`src/rtl/aes_bist_if.sv`:
```
// Vector ROM and AES-core bus seen by the BIST harness.
// master = harness side, slave = ROM/DUT side.
interface aes_bist_if #(
    parameter int DATA_W = 128,
    parameter int KEY_W  = 256,
    parameter int ADDR_W = 9
);
    logic [ADDR_W-1:0] stim_addr;
    logic [ADDR_W-1:0] exp_addr;
    logic [DATA_W-1:0] rd_plain;
    logic [KEY_W-1:0]  rd_key;
    logic [DATA_W-1:0] rd_cipher;
    logic [DATA_W-1:0] stim_state;
    logic [KEY_W-1:0]  stim_key;
    logic              stim_valid;
    logic [DATA_W-1:0] dut_out;

    modport master (
        output stim_addr, exp_addr, stim_state, stim_key, stim_valid,
        input  rd_plain, rd_key, rd_cipher, dut_out
    );
    modport slave (
        input  stim_addr, exp_addr, stim_state, stim_key, stim_valid,
        output rd_plain, rd_key, rd_cipher, dut_out
    );
endinterface

```
`src/rtl/aes_vector_bist.sv`:
```
// Streams ROM vectors into a pipelined AES core and checks its output LATENCY cycles later,
// with stall bubbles, optional stop-on-first-error, error count and first-failure capture.
module aes_vector_bist #(
    parameter int DATA_W      = 128,
    parameter int KEY_W       = 256,
    parameter int LATENCY     = 29,
    parameter int NUM_VEC     = 500,
    parameter int ADDR_W      = 9,
    parameter int STOP_ON_ERR = 0
) (
    input  logic              clk,
    input  logic              rst_n,
    input  logic              start,
    input  logic              stall,
    aes_bist_if.master        bus,
    output logic              busy,
    output logic              done,
    output logic              pass,
    output logic [ADDR_W:0]   err_count,
    output logic [ADDR_W-1:0] first_err_idx,
    output logic              first_err_vld
);
    typedef enum logic [1:0] {IDLE, RUN, DRAIN, DONE} state_t;

    localparam logic [ADDR_W:0] NV      = (ADDR_W+1)'(NUM_VEC);
    localparam logic [ADDR_W:0] NV_LAST = NV - 1'b1;

    state_t            state, state_nxt;
    logic [ADDR_W:0]   issue_cnt, chk_cnt;
    logic [ADDR_W-1:0] fetch_cnt, last_addr;
    logic              iss_d;
    // vld_pipe[0] is stim_valid itself; vld_pipe[k] is stim_valid delayed k cycles
    logic [LATENCY:0]  vld_pipe;
    logic              active, enter_run, issue, cmp, mis;

    assign active    = (state == RUN) || (state == DRAIN);
    assign enter_run = start && ((state == IDLE) || (state == DONE));
    assign issue     = (state == RUN) && !stall && (issue_cnt != NV);
    assign cmp       = active && vld_pipe[LATENCY];
    assign mis       = cmp && (bus.dut_out != bus.rd_cipher);

    // Address goes out combinationally so the sync ROM returns data the next cycle
    assign bus.stim_addr  = issue ? issue_cnt[ADDR_W-1:0] : last_addr;
    assign bus.exp_addr   = fetch_cnt;
    assign bus.stim_valid = vld_pipe[0];
    assign pass           = done && (err_count == '0);

    always_ff @(posedge clk or negedge rst_n) begin
        if (!rst_n) state <= IDLE;
        else        state <= state_nxt;
    end

    always_comb begin
        state_nxt = state;
        busy      = 1'b0;
        done      = 1'b0;
        case (state)
            IDLE: if (start) state_nxt = RUN;
            RUN: begin
                busy = 1'b1;
                if (mis && STOP_ON_ERR != 0) state_nxt = DONE;
                else if (issue_cnt == NV)    state_nxt = DRAIN;
            end
            DRAIN: begin
                busy = 1'b1;
                if (mis && STOP_ON_ERR != 0)                      state_nxt = DONE;
                else if ((cmp && chk_cnt == NV_LAST) || chk_cnt == NV) state_nxt = DONE;
            end
            DONE: begin
                done = 1'b1;
                if (start) state_nxt = RUN;
            end
            default: state_nxt = IDLE;
        endcase
    end

    always_ff @(posedge clk or negedge rst_n) begin
        if (!rst_n) begin
            issue_cnt      <= '0;
            chk_cnt        <= '0;
            fetch_cnt      <= '0;
            last_addr      <= '0;
            iss_d          <= 1'b0;
            vld_pipe       <= '0;
            bus.stim_state <= '0;
            bus.stim_key   <= '0;
            err_count      <= '0;
            first_err_idx  <= '0;
            first_err_vld  <= 1'b0;
        end else if (enter_run) begin
            // Flush anything still in flight from an aborted (stop-on-error) run
            issue_cnt      <= '0;
            chk_cnt        <= '0;
            fetch_cnt      <= '0;
            iss_d          <= 1'b0;
            vld_pipe       <= '0;
            bus.stim_state <= '0;
            bus.stim_key   <= '0;
            err_count      <= '0;
            first_err_idx  <= '0;
            first_err_vld  <= 1'b0;
        end else begin
            iss_d          <= issue;
            bus.stim_state <= iss_d ? bus.rd_plain : '0;
            bus.stim_key   <= iss_d ? bus.rd_key   : '0;
            vld_pipe       <= {vld_pipe[LATENCY-1:0], iss_d};
            if (issue) begin
                issue_cnt <= issue_cnt + 1'b1;
                last_addr <= issue_cnt[ADDR_W-1:0];
            end
            if (vld_pipe[LATENCY-1]) fetch_cnt <= fetch_cnt + 1'b1;
            if (cmp)                 chk_cnt   <= chk_cnt + 1'b1;
            if (mis) begin
                if (err_count != '1) err_count <= err_count + 1'b1;
                if (!first_err_vld) begin
                    first_err_idx <= chk_cnt[ADDR_W-1:0];
                    first_err_vld <= 1'b1;
                end
            end
        end
    end
endmodule
```
`src/flat_wrapper.sv`:
```
// flat-port wrapper written by rule: the top's interface ports become plain ports
module aes_vector_bist_flat 
#(
    parameter int DATA_W      = 128,
    parameter int KEY_W       = 256,
    parameter int LATENCY     = 29,
    parameter int NUM_VEC     = 500,
    parameter int ADDR_W      = 9,
    parameter int STOP_ON_ERR = 0
)
  (clk, rst_n, start, stall, busy, done, pass, err_count, first_err_idx, first_err_vld, bus_stim_addr, bus_exp_addr, bus_stim_state, bus_stim_key, bus_stim_valid, bus_rd_plain, bus_rd_key, bus_rd_cipher, bus_dut_out);
  aes_bist_if #(.DATA_W(DATA_W), .KEY_W(KEY_W), .ADDR_W(ADDR_W)) bus_i ();
  input  logic clk;
  input  logic rst_n;
  input  logic start;
  input  logic stall;
  output logic busy;
  output logic done;
  output logic pass;
  output logic [ADDR_W:0] err_count;
  output logic [ADDR_W-1:0] first_err_idx;
  output logic first_err_vld;
  output wire logic [$bits(bus_i.stim_addr)-1:0] bus_stim_addr;
  output wire logic [$bits(bus_i.exp_addr)-1:0] bus_exp_addr;
  output wire logic [$bits(bus_i.stim_state)-1:0] bus_stim_state;
  output wire logic [$bits(bus_i.stim_key)-1:0] bus_stim_key;
  output wire logic [$bits(bus_i.stim_valid)-1:0] bus_stim_valid;
  input wire logic [$bits(bus_i.rd_plain)-1:0] bus_rd_plain;
  input wire logic [$bits(bus_i.rd_key)-1:0] bus_rd_key;
  input wire logic [$bits(bus_i.rd_cipher)-1:0] bus_rd_cipher;
  input wire logic [$bits(bus_i.dut_out)-1:0] bus_dut_out;
  assign bus_stim_addr = bus_i.stim_addr;
  assign bus_exp_addr = bus_i.exp_addr;
  assign bus_stim_state = bus_i.stim_state;
  assign bus_stim_key = bus_i.stim_key;
  assign bus_stim_valid = bus_i.stim_valid;
  assign bus_i.rd_plain = bus_rd_plain;
  assign bus_i.rd_key = bus_rd_key;
  assign bus_i.rd_cipher = bus_rd_cipher;
  assign bus_i.dut_out = bus_dut_out;
  aes_vector_bist #(.DATA_W(DATA_W), .KEY_W(KEY_W), .LATENCY(LATENCY), .NUM_VEC(NUM_VEC), .ADDR_W(ADDR_W), .STOP_ON_ERR(STOP_ON_ERR)) u_core (.clk(clk), .rst_n(rst_n), .start(start), .stall(stall), .bus(bus_i), .busy(busy), .done(done), .pass(pass), .err_count(err_count), .first_err_idx(first_err_idx), .first_err_vld(first_err_vld));
endmodule
```
`config.mk`:
```
export PLATFORM = sky130hd
export DESIGN_NAME = aes_vector_bist_flat
export DESIGN_NICKNAME = d
export VERILOG_FILES = /design/src/rtl/aes_bist_if.sv /design/src/rtl/aes_vector_bist.sv /design/src/flat_wrapper.sv
export SDC_FILE = /design/constraint.sdc
export NUM_CORES = 1
export LEC_CHECK = 0
export ABC_AREA = 1
export CORE_AREA = 2 2 416 418
export DETAILED_ROUTE_END_ITERATION = 10
export DIE_AREA = 0 0 418 420
export DONT_BUFFER_PORTS = 1
export PLACE_DENSITY_LB_ADDON = 0.12
export SYNTH_ARGS = -nofsm -noshare
export SYNTH_HDL_FRONTEND = slang
export SYNTH_SLANG_ARGS = --single-unit
```
`constraint.sdc`:
```
create_clock -name clk -period 5.6 [get_ports clk]
set_clock_uncertainty 0.1 [all_clocks]
set_input_delay 0.56 -clock clk [delete_from_list [all_inputs] [get_ports clk]]
set_output_delay 0.56 -clock clk [all_outputs]
set_load 0.05 [all_outputs]
```
==> impl_metrics.tcl, run 1 <==
set metrics [dict create \
    post_cts_buffers 0 \
    rows 152 \
    slew_violations 68 \
    drt-met1-wl_mm 40.8 \
    syn_inst 2025 \
    maxSlewHeadroom -0.0567 \
    fin_crit_ps 3370 \
    r2r_cells 6 \
    wire_per_inst_um 21.8 \
    tightest_slew_ps 1590 \
    synth-xor-area-share 0.0571 \
    ys_top_cells_by_area "dfrtp_1 (64%), nand2_1 (12%), nor2_1 (9.9%)" \
    htreeDepth 3 \
    die_h_um 420 \
    ctsResizeCount 0 \
    antenna_left 0 \
    power_per_cell_area_nw_per_um2 303 \
    tns_ps 0 \
    synth_edf_count 0 \
    vias 15100 \
    layout_common_cells "nand2_1 (587), nor2_1 (492), dfrtp_1 (474)" \
    io_pins 1070 \
    worst_ep_required_time_ps 4940 \
    vias_per_cell 3.24 \
    violations "negative hold slack, max-slew violations" \
    postLayoutCoreUtil 0.160 \
    reg2reg_from "u_core.state[0]$_DFFE_PN0P_" \
    layout-drive-gt1-share 0.0592 \
    avgSynthCellArea_um2 9.23 \
    numCtsBuffers 69 \
    wl_mm 102 \
    hold_viol_final 475 \
    fin_crit_sh 0.602 \
    outcome "finished, violations left" \
    syn_area_um2 18700 \
    endpoint_kind "output port" \
    drtPass1Iterations 5 \
    grt_max_degree 476 \
    cp-start-kind "register" \
    hold_class "input port to async pin" \
    synth_warnings 0 \
    maxCapViolations 0 \
    grt.total_usage 0.111 \
    dr.max_layer_used "met5" \
    synth_top_area_share 0.636 \
    ys_ff_latch 475 \
    power.ir.vdd_worst_uv 172 \
    gp_congestion 0.938 \
    cts_hold_buf 373 \
    ys.flop_type "dfrtp_1" \
    r2r-end "u_core.bus.stim_key[7]$_DFF_PN0_" \
    clk_path_buf_depth 3 \
    synthAdderAreaFrac 0.00669 \
    path_class "register to output port" \
    cts_sinks 475 \
    syn_nets 2679 \
    antenna_found_initial 26 \
    worstPathArrival_ps 2710 \
    grt_pass1_wl_mm 137 \
    synth_mux_area_frac 0 \
    cp-startpoint "u_core.err_count[7]$_DFFE_PN0P_" \
    hpwl_mm 78.2 \
    grt_pass1_vias 16300 \
    synth_compound_area_frac 0.0195 \
    whs_ps -509 \
    synth_top_family_by_area "simple AND/OR/NAND/NOR gates" \
    wl_met2_mm 49.6 \
    p_leak_nw 12.0 \
    drt_iter0_markers 1099 \
    cp_max_fo 7 \
    yosys.area.top_type "dfrtp_1" \
    synth_simple_gate_area_frac 0.237 \
    tritoncts "built" \
    io_buffers 0 \
    ctsRootBufferMaster "clkbuf_16" \
    grt_setup_unrepaired "no" \
    fp.dieW_um 418 \
    core_um2 171000 \
    start_util 0.109 \
    clk_pin_slew_worst_paths_ps 60 \
    setup_viol_count_final 0 \
    yosysUniqueCellTypes 37 \
    fin_nets 3035 \
    post-route-drc-count 0 \
    max_freq_mhz 296 \
    layout_commonest_cell "nand2_1" \
    yosysSeqAreaShare 0.636 \
    wl_met3_mm 8.89 \
    r2r_slack_ps 3120 \
    worst_skew_pair.late_latency_ps 670 \
    die_area_um2 176000 \
    grt.overflow.total 0 \
    async_reset_ff_frac 1.00 \
    syn2layout_area_growth_pct 45.9 \
]
-- per-layer routing --
| metal | track usage | vias to the layer above |
|---|---|---|
| li1 | - | 6816 |
| met1 | 0.134 | 7510 |
| met2 | 0.180 | 621 |
| met3 | 0.0477 | 155 |
| met4 | 0.0292 | 8 |
| met5 | 0 | - |
-- through the flow --
step / hold WS (ps) / power [W] / worst slack, ps / instance area [um2] / std cells
final: -509 / 0.00827 / 2230 / 27300 / 4670
after global routing: -585 / 0.00862 / 2010 / 27300 / 4669
after CTS: -600 / 0.00849 / 2170 / 27300 / 4665
after detailed placement: 178 / 0.00363 / 2930 / 21300 / 4170
after global placement: 181 / 0.00363 / 2980 / 21300 / 4170
after floorplan: 164 / 0.00360 / 2710 / 18700 / 2025
-- flip-flops by register name (all words and copies together) (netlist names), 10 cells and up --
| name | cells |
|---|---|
| u_core.bus.stim_state | 128 |
| u_core.bus.stim_key | 256 |
| u_core.issue_cnt | 10 |
| u_core.vld_pipe | 30 |
| u_core.chk_cnt | 10 |
| u_core.err_count | 10 |
-- where the power goes --
group / internal [W] / total, W / switching, W
Sequential: 0.00343 / 0.00343 / 0
Clock: 0.00261 / 0.00445 / 0.00184
Combinational: 0.000248 / 0.000381 / 0.000133
-- final cells by class --
cell class	count	area (um2)
fill	19100	144000
sequential	475	11900
multi-input combinational	1340	6000
timing repair buffer	384	3890
tap	2233	2790
clock buffer	96	1970
inverter	111	425
clock inverter	26	295
antenna	5	12.5
-- cell families (layout without fill, tap and decap cells) --
kind of cell | after synthesis | count (layout)
adder cells (fa/ha/maj) | 10 | 10
AND/OR/NAND/NOR | 1140 | 1140
buffers and inverters | 210 | 617
XOR/XNOR | 122 | 122
AO/OA/AOI/OAI | 68 | 68
other | 0 | 5
flip-flops | 475 | 475
-- worst max-delay path, cell delays in order, from the launching register on --
cell     delay (ps)
dfrtp_1         660
or4_1           640
nor3_2          740
-- cells in the mapped netlist, types with 4 or more instances --
master and count:
xor2_1 6, inv_1 106, a21oi_1 10, dfrtp_1 475, nand2_1 587, nor2_1 492
nand3_1 30, xnor2_1 116, ha_1 10, buf_1 10, clkbuf_1 81, nor3_1 10
inv_2 4, nand2_2 4, o21ai_1 10, o21ai_0 42
-- how the worst max path moves through the flow --
stage	endpoint	slack (ps)
global route	bus_stim_addr[0]	2010
floorplan	pass	2710
CTS	bus_stim_addr[0]	2170
global placement	bus_stim_addr[4]	2980
detailed placement	bus_stim_addr[0]	2930
finish	pass	2230
Note: power is estimated with default switching activity, not from simulation.
==> run 2: changes to the inputs <==
==> constraint.sdc (replaced) <==
create_clock -name clk -period 3.2 [get_ports clk]
set_clock_uncertainty 0.1 [all_clocks]
set_input_delay 0.32 -clock clk [delete_from_list [all_inputs] [get_ports clk]]
set_output_delay 0.32 -clock clk [all_outputs]
set_load 0.05 [all_outputs]
==> impl_metrics.tcl, run 2 (synthesized netlist as in run 1, its figures left out) <==
set metrics [dict create \
    outcome "finished, violations left" \
    violations "negative hold slack, max-slew violations" \
    post-route-drc-count 0 \
    cts_hold_buf 385 \
    grt.overflow.total 0 \
    endpoint_kind "output port" \
    layout_common_cells "nand2_1 (587), nor2_1 (492), dfrtp_1 (474)" \
    place_inst 4202 \
    antenna_left 0 \
    clk_pin_slew_worst_paths_ps 60 \
    wl_mm 101 \
    max_freq_mhz 357 \
    grt_pass1_vias 16600 \
    regArea_um2 11900 \
    antenna_found_initial 30 \
    fin_nets 3078 \
    syn2layout_area_growth_pct 48.8 \
    ctsRootBufferMaster "clkbuf_16" \
    io_pins 1070 \
    r2r_cells 13 \
    comb_power_share 0.046 \
    power.ir.vdd_worst_uv 326 \
    drt_iter0_markers 1043 \
    post_cts_buffers 0 \
    setup_viol_count_final 0 \
    start_util 0.109 \
    largest_registers "u_core.bus.stim_key (256), u_core.bus.stim_state (128), u_core.vld_pipe (30)" \
    fill_cells 19200 \
    fp.dieW_um 418 \
    maxSlewHeadroom -0.00527 \
    multiInputGateArea_um2 6000 \
    hold_viol_final 475 \
    slew_violations 28 \
    grt_setup_unrepaired "no" \
    tritoncts "built" \
    numCtsBuffers 68 \
    layout-drive-gt1-share 0.0727 \
    grt_max_degree 476 \
    switchingPower_w 0.00350 \
    maxCapViolations 0 \
    regMostFlops "u_core.bus.stim_key" \
    worstPathArrival_ps 2380 \
    worst_ep_required_time_ps 2780 \
    switching_share 0.238 \
    io_buffers 0 \
    cts_sinks 475 \
    largest_register_ffs 256 \
    drtPass1Iterations 7 \
    tns_ps 0 \
    fin_crit_ps 2800 \
    dpl_cell_area_um2 21600 \
    vias 15300 \
    layout_commonest_cell "nand2_1" \
    fin_crit_sh 0.876 \
    htreeDepth 3 \
    cp-start-kind "register" \
    cp_max_fo 25 \
    pwr-share-clk 0.545 \
    grt_pass1_wl_mm 137 \
    wire_per_inst_um 21.5 \
    hold_class "input port to async pin" \
    die_area_um2 176000 \
    hpwl_mm 78.9 \
    path_class "register to output port" \
    die_h_um 420 \
    ctsResizeCount 0 \
    gp_congestion 0.906 \
    whs_ps -741 \
    instances_no_fill 4718 \
    p_leak_nw 12.3 \
    rows 152 \
    grt.total_usage 0.111 \
    worst_skew_pair.late_latency_ps 650 \
    power_per_cell_area_nw_per_um2 528 \
    tightest_slew_ps 1510 \
    p_seq_frac 0.409 \
    final_area_um2 27800 \
    power.internal_w 0.0112 \
    vias_per_cell 3.25 \
    core_um2 171000 \
    clk_path_buf_depth 3 \
]
[run 2: layout make-up]
| cell class | count | area share |
|---|---|---|
| flip-flops and latches | 475 | 0.427 |
| multi-input cells | 1340 | 0.216 |
| repair buffers | 428 | 0.155 |
| well taps | 2233 | 0.100 |
| clock buffers | 93 | 0.0699 |
| clock inverters | 30 | 0.0158 |
| inverters | 111 | 0.0153 |
| diodes | 8 | 0.000719 |
[run 2: through the flow]
| step | total power, W | hold WS, ps | setup slack [ps] | util |
|---|---|---|---|---|
| 6_report | 0.0147 | -741 | 395 | 0.163 |
| 5_1_grt | 0.0154 | -823 | 70.4 | 0.163 |
| 4_1_cts | 0.0152 | -851 | 219 | 0.163 |
| 3_5_place_dp | 0.00635 | -60.3 | 659 | 0.126 |
| 3_3_place_gp | 0.00635 | -57.0 | 699 | 0.126 |
| 2_1_floorplan | 0.00630 | -75.6 | 549 | - |
[run 2: routing by layer]
metal  vias up  global-route usage  wire length (um)
met5         -                   0                72
met4        10              0.0337              2630
met3       159              0.0399              7850
met2       606               0.180             49400
met1      7676               0.136             41400
li1       6895                   -                 -
[run 2: critical path: stages (launching register included)]
cell and delay, ps:
dfrtp_1 390, nand2_1 100, nor3_2 230, nand4_2 160
nand2_2 400, nand2_1 90, o21ai_1 120, buf_4 230
[run 2: final timing paths]
path                                                       from                                 end  slack, ps
worst max-delay path            u_core.issue_cnt[5]$_DFFE_PN0P_                    bus_stim_addr[0]        400
worst min register to register     u_core.vld_pipe[6]$_DFF_PN0_        u_core.vld_pipe[7]$_DFF_PN0_        350
worst min-delay path                                      rst_n   u_core.bus.stim_key[48]$_DFF_PN0_       -740
worst max register to register      u_core.state[0]$_DFFE_PN0P_         u_core.state[0]$_DFFE_PN0P_        710
max in group asynchronous                                 rst_n  u_core.bus.stim_key[209]$_DFF_PN0_       2520
min in group clk                                          stall              u_core.iss_d$_DFF_PN0_        110
[run 2: power groups by stage]
stage / clock [W] / combinational [W] / sequential, W
floorplan: 0 / 0.000184 / 0.00612
global placement: 0 / 0.000231 / 0.00612
detailed placement: 0 / 0.000231 / 0.00612
CTS: 0.00845 / 0.000690 / 0.00601
global route: 0.00863 / 0.000727 / 0.00601
finish: 0.00801 / 0.000678 / 0.00601
